### config.mk
export PLATFORM = sky130hd
export DESIGN_NAME = wb_commit_unit_flat
export DESIGN_NICKNAME = d
export VERILOG_FILES = /design/src/rtl/wb_commit_unit_if.sv /design/src/rtl/wb_commit_unit.sv /design/src/flat_wrapper.sv
export SDC_FILE = /design/constraint.sdc
export NUM_CORES = 1
export LEC_CHECK = 0
export CAP_MARGIN = 20
export CELL_PAD_IN_SITES_DETAIL_PLACEMENT = 0
export CELL_PAD_IN_SITES_GLOBAL_PLACEMENT = 1
export CORE_UTILIZATION = 29
export CTS_CLUSTER_DIAMETER = 120
export CTS_CLUSTER_SIZE = 30
export DETAILED_ROUTE_END_ITERATION = 6
export GPL_TIMING_DRIVEN = 0
export PLACE_DENSITY_LB_ADDON = 0.1
export SYNTH_ARGS = -nofsm -noshare
export SYNTH_HDL_FRONTEND = slang
export SYNTH_SLANG_ARGS = --single-unit
### constraint.sdc
create_clock -name clk -period 2.7 [get_ports clk]
set_input_delay 0.54 -clock clk [delete_from_list [all_inputs] [get_ports clk]]
set_output_delay 0.54 -clock clk [all_outputs]
set_load 0.01 [all_outputs]
### src/rtl/wb_commit_unit_if.sv
// Retire-side handshake and data-memory response bundle for wb_commit_unit.
interface wb_commit_unit_if #(
  parameter int unsigned DATAWIDTH = 32,
  parameter int unsigned ADDRW     = 5
);
  logic                 in_valid;
  logic                 in_ready;
  logic [ADDRW-1:0]     in_rd_addr;
  logic [1:0]           in_wb_sel;
  logic [2:0]           in_funct3;
  logic [DATAWIDTH-1:0] in_alu_result;
  logic [DATAWIDTH-1:0] in_pc_plus4;
  logic                 mem_rvalid;
  logic [DATAWIDTH-1:0] mem_rdata;

  // Pipeline / memory side: presents instructions and load data.
  modport master (
    output in_valid, in_rd_addr, in_wb_sel, in_funct3, in_alu_result, in_pc_plus4,
    output mem_rvalid, mem_rdata,
    input  in_ready
  );

  // Commit unit side.
  modport slave (
    input  in_valid, in_rd_addr, in_wb_sel, in_funct3, in_alu_result, in_pc_plus4,
    input  mem_rvalid, mem_rdata,
    output in_ready
  );
endinterface

### src/rtl/wb_commit_unit.sv
// Write-back commit stage: selects ALU / PC+4 / load result, drives a
// registered single-cycle register-file write and a last-write bypass.
module wb_commit_unit #(
  parameter int unsigned DATAWIDTH = 32,
  parameter int unsigned ADDRW     = 5
) (
  input  logic                 clk,
  input  logic                 rst,
  wb_commit_unit_if.slave      bus,
  output logic                 wren,
  output logic [ADDRW-1:0]     rd_addr,
  output logic [DATAWIDTH-1:0] rd_data,
  output logic                 fwd_valid,
  output logic [ADDRW-1:0]     fwd_addr,
  output logic [DATAWIDTH-1:0] fwd_data,
  output logic                 err,
  output logic                 busy
);

  typedef enum logic {
    IDLE     = 1'b0,
    WAIT_MEM = 1'b1
  } state_t;

  state_t state_q, state_d;

  logic [ADDRW-1:0]     ld_rd_q;
  logic [2:0]           ld_funct3_q;
  logic [1:0]           ld_off_q;

  logic                 capture;
  logic                 commit_req;
  logic                 drop;
  logic [ADDRW-1:0]     commit_addr;
  logic [DATAWIDTH-1:0] commit_data;

  logic [7:0]           ld_byte;
  logic [15:0]          ld_half;
  logic [DATAWIDTH-1:0] load_data;
  logic                 load_ok;

  // Handshake and status decode from the state register only.
  assign bus.in_ready = (state_q == IDLE);
  assign busy         = (state_q == WAIT_MEM);

  // Align and extend the returned memory word; flag illegal type/offset.
  always_comb begin
    ld_byte   = '0;
    ld_half   = '0;
    load_data = '0;
    load_ok   = 1'b0;
    unique case (ld_off_q)
      2'd0:    ld_byte = bus.mem_rdata[7:0];
      2'd1:    ld_byte = bus.mem_rdata[15:8];
      2'd2:    ld_byte = bus.mem_rdata[23:16];
      default: ld_byte = bus.mem_rdata[31:24];
    endcase
    ld_half = ld_off_q[1] ? bus.mem_rdata[31:16] : bus.mem_rdata[15:0];
    case (ld_funct3_q)
      3'b000: begin
        load_data = {{(DATAWIDTH-8){ld_byte[7]}}, ld_byte};
        load_ok   = 1'b1;
      end
      3'b100: begin
        load_data = {{(DATAWIDTH-8){1'b0}}, ld_byte};
        load_ok   = 1'b1;
      end
      3'b001: begin
        load_data = {{(DATAWIDTH-16){ld_half[15]}}, ld_half};
        load_ok   = ~ld_off_q[0];
      end
      3'b101: begin
        load_data = {{(DATAWIDTH-16){1'b0}}, ld_half};
        load_ok   = ~ld_off_q[0];
      end
      3'b010: begin
        load_data = bus.mem_rdata;
        load_ok   = (ld_off_q == 2'd0);
      end
      default: begin
        load_data = '0;
        load_ok   = 1'b0;
      end
    endcase
  end

  // Next state and the commit request that the output registers latch.
  always_comb begin
    state_d     = state_q;
    capture     = 1'b0;
    commit_req  = 1'b0;
    drop        = 1'b0;
    commit_addr = bus.in_rd_addr;
    commit_data = bus.in_alu_result;
    unique case (state_q)
      IDLE: begin
        if (bus.in_valid) begin
          case (bus.in_wb_sel)
            2'b00: commit_req = 1'b1;
            2'b10: begin
              commit_req  = 1'b1;
              commit_data = bus.in_pc_plus4;
            end
            2'b01: begin
              capture = 1'b1;
              state_d = WAIT_MEM;
            end
            default: ;
          endcase
        end
      end
      WAIT_MEM: begin
        if (bus.mem_rvalid) begin
          state_d     = IDLE;
          commit_addr = ld_rd_q;
          commit_data = load_data;
          commit_req  = load_ok;
          drop        = ~load_ok;
        end
      end
      default: state_d = IDLE;
    endcase
  end

  // State register; reset abandons any outstanding load.
  always_ff @(posedge clk) begin
    if (rst) state_q <= IDLE;
    else     state_q <= state_d;
  end

  // Capture load destination and alignment info at accept.
  always_ff @(posedge clk) begin
    if (rst) begin
      ld_rd_q     <= '0;
      ld_funct3_q <= '0;
      ld_off_q    <= '0;
    end else if (capture) begin
      ld_rd_q     <= bus.in_rd_addr;
      ld_funct3_q <= bus.in_funct3;
      ld_off_q    <= bus.in_alu_result[1:0];
    end
  end

  // Registered write strobe, error pulse and bypass entry; x0 is never written.
  always_ff @(posedge clk) begin
    if (rst) begin
      wren      <= 1'b0;
      rd_addr   <= '0;
      rd_data   <= '0;
      err       <= 1'b0;
      fwd_valid <= 1'b0;
      fwd_addr  <= '0;
      fwd_data  <= '0;
    end else begin
      wren <= commit_req && (commit_addr != '0);
      err  <= drop;
      if (commit_req && (commit_addr != '0)) begin
        rd_addr   <= commit_addr;
        rd_data   <= commit_data;
        fwd_valid <= 1'b1;
        fwd_addr  <= commit_addr;
        fwd_data  <= commit_data;
      end
    end
  end

endmodule

### src/flat_wrapper.sv
// flat-port wrapper written by rule: the top's interface ports become plain ports
module wb_commit_unit_flat 
#(
  parameter int unsigned DATAWIDTH = 32,
  parameter int unsigned ADDRW     = 5
)
  (clk, rst, wren, rd_addr, rd_data, fwd_valid, fwd_addr, fwd_data, err, busy, bus_in_valid, bus_in_rd_addr, bus_in_wb_sel, bus_in_funct3, bus_in_alu_result, bus_in_pc_plus4, bus_mem_rvalid, bus_mem_rdata, bus_in_ready);
  wb_commit_unit_if #(.DATAWIDTH(DATAWIDTH), .ADDRW(ADDRW)) bus_i ();
  input  logic clk;
  input  logic rst;
  output logic wren;
  output logic [ADDRW-1:0] rd_addr;
  output logic [DATAWIDTH-1:0] rd_data;
  output logic fwd_valid;
  output logic [ADDRW-1:0] fwd_addr;
  output logic [DATAWIDTH-1:0] fwd_data;
  output logic err;
  output logic busy;
  input wire logic [$bits(bus_i.in_valid)-1:0] bus_in_valid;
  input wire logic [$bits(bus_i.in_rd_addr)-1:0] bus_in_rd_addr;
  input wire logic [$bits(bus_i.in_wb_sel)-1:0] bus_in_wb_sel;
  input wire logic [$bits(bus_i.in_funct3)-1:0] bus_in_funct3;
  input wire logic [$bits(bus_i.in_alu_result)-1:0] bus_in_alu_result;
  input wire logic [$bits(bus_i.in_pc_plus4)-1:0] bus_in_pc_plus4;
  input wire logic [$bits(bus_i.mem_rvalid)-1:0] bus_mem_rvalid;
  input wire logic [$bits(bus_i.mem_rdata)-1:0] bus_mem_rdata;
  output wire logic [$bits(bus_i.in_ready)-1:0] bus_in_ready;
  assign bus_i.in_valid = bus_in_valid;
  assign bus_i.in_rd_addr = bus_in_rd_addr;
  assign bus_i.in_wb_sel = bus_in_wb_sel;
  assign bus_i.in_funct3 = bus_in_funct3;
  assign bus_i.in_alu_result = bus_in_alu_result;
  assign bus_i.in_pc_plus4 = bus_in_pc_plus4;
  assign bus_i.mem_rvalid = bus_mem_rvalid;
  assign bus_i.mem_rdata = bus_mem_rdata;
  assign bus_in_ready = bus_i.in_ready;
  wb_commit_unit #(.DATAWIDTH(DATAWIDTH), .ADDRW(ADDRW)) u_core (.clk(clk), .rst(rst), .bus(bus_i), .wren(wren), .rd_addr(rd_addr), .rd_data(rd_data), .fwd_valid(fwd_valid), .fwd_addr(fwd_addr), .fwd_data(fwd_data), .err(err), .busy(busy));
endmodule
==> flow_summary.rst, run 1 <==
.. list-table::
   :header-rows: 1

   * - Metric
     - Value
   * - Result of the run
     - complete, no violations
   * - Largest voltage drop on the vdd net
     - 220 uV
   * - Start-to-end type of the worst setup path
     - in -> reg
   * - Unrepaired setup endpoints after global routing
     - false
   * - Setup violators final
     - 0
   * - Cell total after placement
     - 842
   * - Post-synth ARST share
     - 0
   * - Minimum setup slack after placement
     - -0.400 ns
   * - Latest clock arrival within the worst-skew pair
     - 0.30 ns
   * - Number of antenna violations at the first check in global routing
     - 0
   * - Synthesized Nets
     - 592
   * - Fraction of final layout cells sized beyond drive strength 1
     - 0.103
   * - Max-capacitance violation count
     - 0
   * - Maximum number of buffers from clock root to sink
     - 2
   * - First-pass GRT wire length
     - 23.3 mm
   * - Die Y
     - 117 um
   * - Iteration count of the initial detailed-routing pass
     - 5
   * - Placed wire-length estimate
     - 12.5 mm
   * - PortBufs
     - 188
   * - Total GRT Usage
     - 0.225
   * - I/O Pins
     - 189
   * - Final period utilization
     - 0.935
   * - Combinational Power Share
     - 0.343
   * - Number of synthesized register bits
     - 51
   * - Sequential share of power
     - 0.368
   * - Routed wire length
     - 15.5 mm
   * - Post-synth top area share
     - 0.267
   * - Worst-case hold slack
     - 0.474 ns
   * - Tightest slew margin relative to the limit
     - 0.421
   * - TritonCTS Buffers
     - 5
   * - Cell accounting for the most synthesized area
     - sky130_fd_sc_hd__dfxtp_1
   * - Post-route design area
     - 6080 sq um
   * - Proportion of synthesized chip area in sequential cells
     - 0.267
   * - Total power divided by cell area
     - 383 nW/um^2
   * - Per-cell routed wire length
     - 18.3 um
   * - Layout Skew
     - 0.00506 ns
   * - Share of power burned in the clock network
     - 0.289
   * - Actual slew at the worst max-slew pin
     - 0.862 ns
   * - CTS H-tree depth
     - 2
   * - Smallest setup slack after layout
     - 0.176 ns
   * - Number of flops mapped to enable cells by yosys
     - 0
   * - Data arrival at the endpoint of the critical path
     - 2.70 ns
   * - Cell area after technology mapping
     - 3820 sq um
   * - Number of nets in the layout
     - 786
   * - Largest cells by area after synthesis
     - sky130_fd_sc_hd__dfxtp_1 (27%), sky130_fd_sc_hd__buf_4 (7.3%), sky130_fd_sc_hd__mux2i_1 (7.1%)
   * - Yosys cell types
     - 50
   * - Commonest non-fill, non-tap cell in the layout
     - sky130_fd_sc_hd__clkdlybuf4s50_1
   * - Number of instances in the synthesized netlist
     - 482
   * - Final routed DRC violation total
     - 0
   * - Avg Inst Size Synth
     - 7.93 sq um
   * - Clock edge transition at the registers on the reported setup and hold paths
     - 0.07 ns
   * - Static leakage
     - 2.25 nW
   * - Final number of max-transition violations
     - 0
   * - Clk sink count
     - 51
   * - Largest fanout on the critical path
     - 10
   * - Worst Setup Start Kind
     - primary input
   * - Commonest cells after routing, fill and taps aside
     - sky130_fd_sc_hd__clkdlybuf4s50_1 (188), sky130_fd_sc_hd__dfxtp_1 (51), sky130_fd_sc_hd__nand2_1 (48), sky130_fd_sc_hd__buf_4 (37), sky130_fd_sc_hd__a21oi_1 (36)
   * - Path class of the lowest-slack min-delay path
     - reg -> reg
   * - DP Area
     - 5920 sq um
   * - Die Span X
     - 117 um
   * - Die area
     - 13,600 sq um
   * - First-iteration detailed-routing DRC count
     - 232
   * - Overall overflow remaining after global route
     - 0
   * - Core area
     - 12,700 sq um
   * - Count of vias placed by the detailed router
     - 4,517
   * - ANT cells
     - 0
   * - Gpl congestion
     - 0.906
   * - Count of synthesis-stage warnings from yosys
     - 0
   * - Number of endpoints with negative hold slack in the final report
     - 0
   * - Psw
     - 0.682 mW
   * - Switching power share of the total
     - 0.293
   * - Syn-to-layout area delta
     - 58.9%
   * - Row count
     - 41
   * - Pin count of the biggest net entering global routing
     - 17
   * - Synth Flop Type
     - sky130_fd_sc_hd__dfxtp_1
   * - Starting density of the core
     - 0.301
   * - Final Non-Filler Cells
     - 849
   * - Worst Setup End Kind
     - flip-flop
   * - Data required time of the critical path
     - 2.87 ns
   * - Via count of the first global-routing pass
     - 4,414
   * - Antenna viol nets, final
     - 0
   * - Internal Dissipation
     - 1.64 mW
   * - Peak clock frequency supported by timing
     - 396 MHz
   * - Min cycle time layout
     - 2.52 ns
   * - Via count normalized by instance count
     - 5.32
   * - TritonCTS clock tree
     - built
   * - Root buffer selected by CTS
     - sky130_fd_sc_hd__clkbuf_16
==> power groups by stage <==
| stage | combinational (mW) | clock (mW) | sequential, mW |
|---|---|---|---|
| floorplan | 0.338 | 0 | 0.882 |
| global placement | 0.789 | 0 | 0.871 |
| detailed placement | 0.796 | 0 | 0.873 |
| CTS | 0.800 | 0.680 | 0.856 |
| global route | 0.856 | 0.701 | 0.864 |
| finish | 0.798 | 0.673 | 0.855 |
==> synthesized netlist by cell type (3+ instances only) <==
cell type	instances
sky130_fd_sc_hd__nor2b_1	7
sky130_fd_sc_hd__buf_4	37
sky130_fd_sc_hd__a21oi_1	37
sky130_fd_sc_hd__a31oi_1	24
sky130_fd_sc_hd__buf_2	11
sky130_fd_sc_hd__o31a_1	16
sky130_fd_sc_hd__and3_1	8
sky130_fd_sc_hd__and2_1	3
sky130_fd_sc_hd__o21a_1	3
sky130_fd_sc_hd__nand3_1	7
sky130_fd_sc_hd__nand2_1	48
sky130_fd_sc_hd__or4_1	25
sky130_fd_sc_hd__inv_1	4
sky130_fd_sc_hd__o311ai_0	8
sky130_fd_sc_hd__o311a_1	16
sky130_fd_sc_hd__o211ai_1	10
sky130_fd_sc_hd__nor2_1	34
sky130_fd_sc_hd__a32o_1	7
sky130_fd_sc_hd__nand2b_1	4
sky130_fd_sc_hd__clkbuf_1	33
sky130_fd_sc_hd__buf_6	3
sky130_fd_sc_hd__o2bb2ai_1	8
sky130_fd_sc_hd__o211a_1	3
sky130_fd_sc_hd__mux2i_1	27
sky130_fd_sc_hd__a221oi_1	7
sky130_fd_sc_hd__dfxtp_1	51
sky130_fd_sc_hd__o21ai_0	11
==> what timing repair did <==
item	4_1_cts	5_1_grt
endpoints found under the setup margin	3	12
hold buffers	0	0
buffers inserted	0	0
resized for setup	1	1
==> metal layers <==
layer | vias up | part of all wire | GRT usage
li1 | 2189 | - | -
met1 | 2132 | 0.45 | 0.295
met2 | 175 | 0.47 | 0.385
met3 | 21 | 0.061 | 0.0278
met4 | 0 | 0.018 | 0.0684
met5 | - | 0 | 0
==> worst paths after layout <==
kind	start	endpoint	slack [ns]	depth (start not counted)
worst max-delay path	bus_in_valid	u_core.rd_data[15]$_SDFFE_PP0P_	0.18	6
worst min-delay path	u_core.fwd_valid$_SDFFE_PP0P_	u_core.fwd_valid$_SDFFE_PP0P_	0.47	1
worst max register to register	u_core.ld_off_q[1]$_SDFFE_PP0P_	u_core.rd_data[24]$_SDFFE_PP0P_	0.42	7
worst min register to register	u_core.fwd_valid$_SDFFE_PP0P_	u_core.fwd_valid$_SDFFE_PP0P_	0.47	1
==> state kept, by name, summed over array words and instances (netlist names), 2 cells and up <==
name                flops
u_core.ld_funct3_q      3
u_core.ld_off_q         2
u_core.ld_rd_q          5
u_core.rd_addr          5
u_core.rd_data         32
==> critical path, stage by stage <==
cell                              delay [ns]
sky130_fd_sc_hd__clkdlybuf4s50_1        0.53
sky130_fd_sc_hd__nor3b_1                0.54
sky130_fd_sc_hd__o21ai_2                0.33
sky130_fd_sc_hd__a21oi_2                0.36
sky130_fd_sc_hd__buf_2                  0.29
sky130_fd_sc_hd__a31oi_1                0.11
==> per-stage QoR <==
stage / utilization / power [mW] / TNS, ns
floorplan: - / 1.22 / 0
global placement: 0.465 / 1.66 / -6.43
detailed placement: 0.465 / 1.67 / -6.49
CTS: 0.478 / 2.34 / 0
global route: 0.478 / 2.42 / 0
finish: 0.478 / 2.33 / 0
==> cell type report <==
| cell class | count | area (sq um) |
|---|---|---|
| timing repair buffer | 188 | 1880 |
| multi-input combinational | 341 | 2290 |
| fill | 1295 | 6650 |
| clock buffer | 6 | 139 |
| buffer | 85 | 495 |
| inverter | 4 | 15.0 |
| sequential | 51 | 1020 |
| tap | 172 | 215 |
| clock inverter | 2 | 16.3 |
==> logic make-up after synthesis <==
group	Yosys count	synth area share
AOI/OAI and AO/OA	160	0.308
buffers and inverters	90	0.134
muxes	30	0.0825
DFF	51	0.267
and+or+nand+nor	151	0.209
Power figures use the tool's default switching activity.
==> run 2, diff against run 1 <==
- clock period: 2.7 -> 2.8 ns (I/O delays scaled with it)
==> flow_summary.rst, run 2 (synthesis results as in run 1) <==
.. list-table::
   :header-rows: 1

   * - Metric
     - Value
   * - Worst Setup End Kind
     - flip-flop
   * - Placed wire-length estimate
     - 12.5 mm
   * - Post-route design area
     - 6080 sq um
   * - Routed wire length
     - 15.6 mm
   * - Setup violators final
     - 0
   * - Setup_tns
     - 0 ns
   * - Registers with the highest flip-flop counts
     - u_core.rd_data x32, u_core.ld_rd_q x5, u_core.rd_addr x5
   * - Fillcell total
     - 1,294
   * - Path class of the lowest-slack min-delay path
     - reg -> reg
   * - Smallest setup slack after layout
     - 0.184 ns
   * - Tightest slew margin relative to the limit
     - 0.431
   * - Total GRT Usage
     - 0.225
   * - Data arrival at the endpoint of the critical path
     - 2.81 ns
   * - Peak clock frequency supported by timing
     - 382 MHz
   * - Die Span X
     - 117 um
   * - Unrepaired setup endpoints after global routing
     - false
   * - I/O Pins
     - 189
   * - Final routed DRC violation total
     - 0
   * - Maximum number of buffers from clock root to sink
     - 2
   * - Number of nets in the layout
     - 787
   * - Worst Setup Start Kind
     - primary input
   * - Biggest register
     - u_core.rd_data
   * - Largest fanout on the critical path
     - 10
   * - Die area
     - 13,600 sq um
   * - Hold buffer count at CTS
     - 0
   * - Count of buffers added by post-CTS timing repair for setup
     - 0
   * - Syn-to-layout area delta
     - 59.0%
   * - Final period utilization
     - 0.934
   * - Number of instances resized during post-cts repair
     - 1
   * - Via count normalized by instance count
     - 5.36
   * - Total power divided by cell area
     - 369 nW/um^2
   * - Iteration count of the initial detailed-routing pass
     - 5
   * - Final number of max-transition violations
     - 0
   * - Number of endpoints with negative hold slack in the final report
     - 0
   * - Number of antenna violations at the first check in global routing
     - 0
   * - Minimum setup slack after placement
     - -0.320 ns
   * - Overall overflow remaining after global route
     - 0
   * - Commonest cells after routing, fill and taps aside
     - sky130_fd_sc_hd__clkdlybuf4s50_1 (188), sky130_fd_sc_hd__dfxtp_1 (51), sky130_fd_sc_hd__nand2_1 (48), sky130_fd_sc_hd__buf_4 (37), sky130_fd_sc_hd__a21oi_1 (36)
   * - PortBufs
     - 188
   * - Antenna viol nets, final
     - 0
   * - Root buffer selected by CTS
     - sky130_fd_sc_hd__clkbuf_16
   * - Fraction of final layout cells sized beyond drive strength 1
     - 0.103
   * - Layout Skew
     - 0.00435 ns
   * - Critical path cell sequence
     - clkdlybuf4s50_1 -> nand2_1 -> buf_2 -> clkbuf_1 -> clkbuf_2 -> mux2i_1 -> o211ai_1 -> o211a_1
   * - Clk sink count
     - 51
   * - First-pass GRT wire length
     - 23.3 mm
   * - Largest register FFs
     - 32
   * - Worst path slowest cell
     - sky130_fd_sc_hd__clkdlybuf4s50_1
   * - Via count of the first global-routing pass
     - 4,414
   * - Static leakage
     - 2.25 nW
   * - First-iteration detailed-routing DRC count
     - 237
   * - ANT cells
     - 0
   * - Largest voltage drop on the vdd net
     - 210 uV
   * - Row count
     - 41
   * - TritonCTS clock tree
     - built
   * - Min cycle time layout
     - 2.62 ns
   * - Maximum cell stage delay along the critical path
     - 0.47 ns
   * - CTS H-tree depth
     - 2
   * - DP Area
     - 5920 sq um
   * - Data required time of the critical path
     - 2.99 ns
   * - Gpl congestion
     - 0.906
   * - Max-capacitance violation count
     - 0
   * - Die Y
     - 117 um
   * - Pin count of the biggest net entering global routing
     - 17
   * - Clock edge transition at the registers on the reported setup and hold paths
     - 0.07 ns
   * - Count of vias placed by the detailed router
     - 4,556
   * - Core area
     - 12,700 sq um
   * - Starting density of the core
     - 0.301
   * - Start-to-end type of the worst setup path
     - in -> reg
   * - Latest clock arrival within the worst-skew pair
     - 0.29 ns
   * - Per-cell routed wire length
     - 18.3 um
   * - TritonCTS Buffers
     - 5
   * - Commonest non-fill, non-tap cell in the layout
     - sky130_fd_sc_hd__clkdlybuf4s50_1
   * - Actual slew at the worst max-slew pin
     - 0.849 ns
   * - Result of the run
     - complete, no violations
run 2: cell count changes in the layout (fill, tap and decap cells not counted), sizes merged:
cell,delta
clkbuf,+1
run 2: layer usage:
metal  routed length, um  part of all wire  global-route usage
met1                6880              0.44               0.295
met2                7400              0.47               0.385
met3                1030             0.066              0.0278
met4                 277             0.018              0.0684
met5                   0                 0                   0
run 2: layout make-up:
| type | count | area (sq um) | area share |
|---|---|---|---|
| Buffer | 86 | 499 | 0.0821 |
| Clock inverter | 2 | 16.3 | 0.00267 |
| Sequential cell | 51 | 1020 | 0.168 |
| Clock buffer | 6 | 139 | 0.0228 |
| Timing Repair Buffer | 188 | 1880 | 0.309 |
| Multi-Input combinational cell | 341 | 2290 | 0.377 |
| Inverter | 4 | 15.0 | 0.00247 |
| Tap cell | 172 | 215 | 0.0354 |
run 2: where the power goes:
part | leakage [nW] | internal [mW] | switching (mW)
combinational | 1.76 | 0.451 | 0.318
sequential | 0.419 | 0.776 | 0.0493
clock | 0.0731 | 0.358 | 0.289
run 2: through the flow:
stage | total power, mW | util | hold WS, ns | instances
after floorplan | 1.18 | - | 0.448 | 482
after global placement | 1.60 | 0.465 | 0.459 | 842
after detailed placement | 1.61 | 0.465 | 0.459 | 842
after CTS | 2.25 | 0.478 | 0.475 | 850
after global routing | 2.33 | 0.478 | 0.494 | 850
final | 2.24 | 0.478 | 0.474 | 850
run 2: final timing paths:
kind | from | slack, ns | depth (start not counted) | to
min reg2reg | u_core.fwd_valid$_SDFFE_PP0P_ | 0.47 | 1 | u_core.fwd_valid$_SDFFE_PP0P_
max reg2reg | u_core.ld_off_q[1]$_SDFFE_PP0P_ | 0.53 | 7 | u_core.rd_data[24]$_SDFFE_PP0P_
min | u_core.fwd_valid$_SDFFE_PP0P_ | 0.47 | 1 | u_core.fwd_valid$_SDFFE_PP0P_
max | bus_mem_rvalid | 0.18 | 8 | u_core.rd_addr[3]$_SDFFE_PP0P_
run 2: worst max-delay path: cells and delay by family:
kind / cells / cell delay (ns)
AOI/OAI and AO/OA: 2 / 0.26
buffers and inverters: 4 / 1.55
muxes: 1 / 0.28
and+or+nand+nor: 1 / 0.15
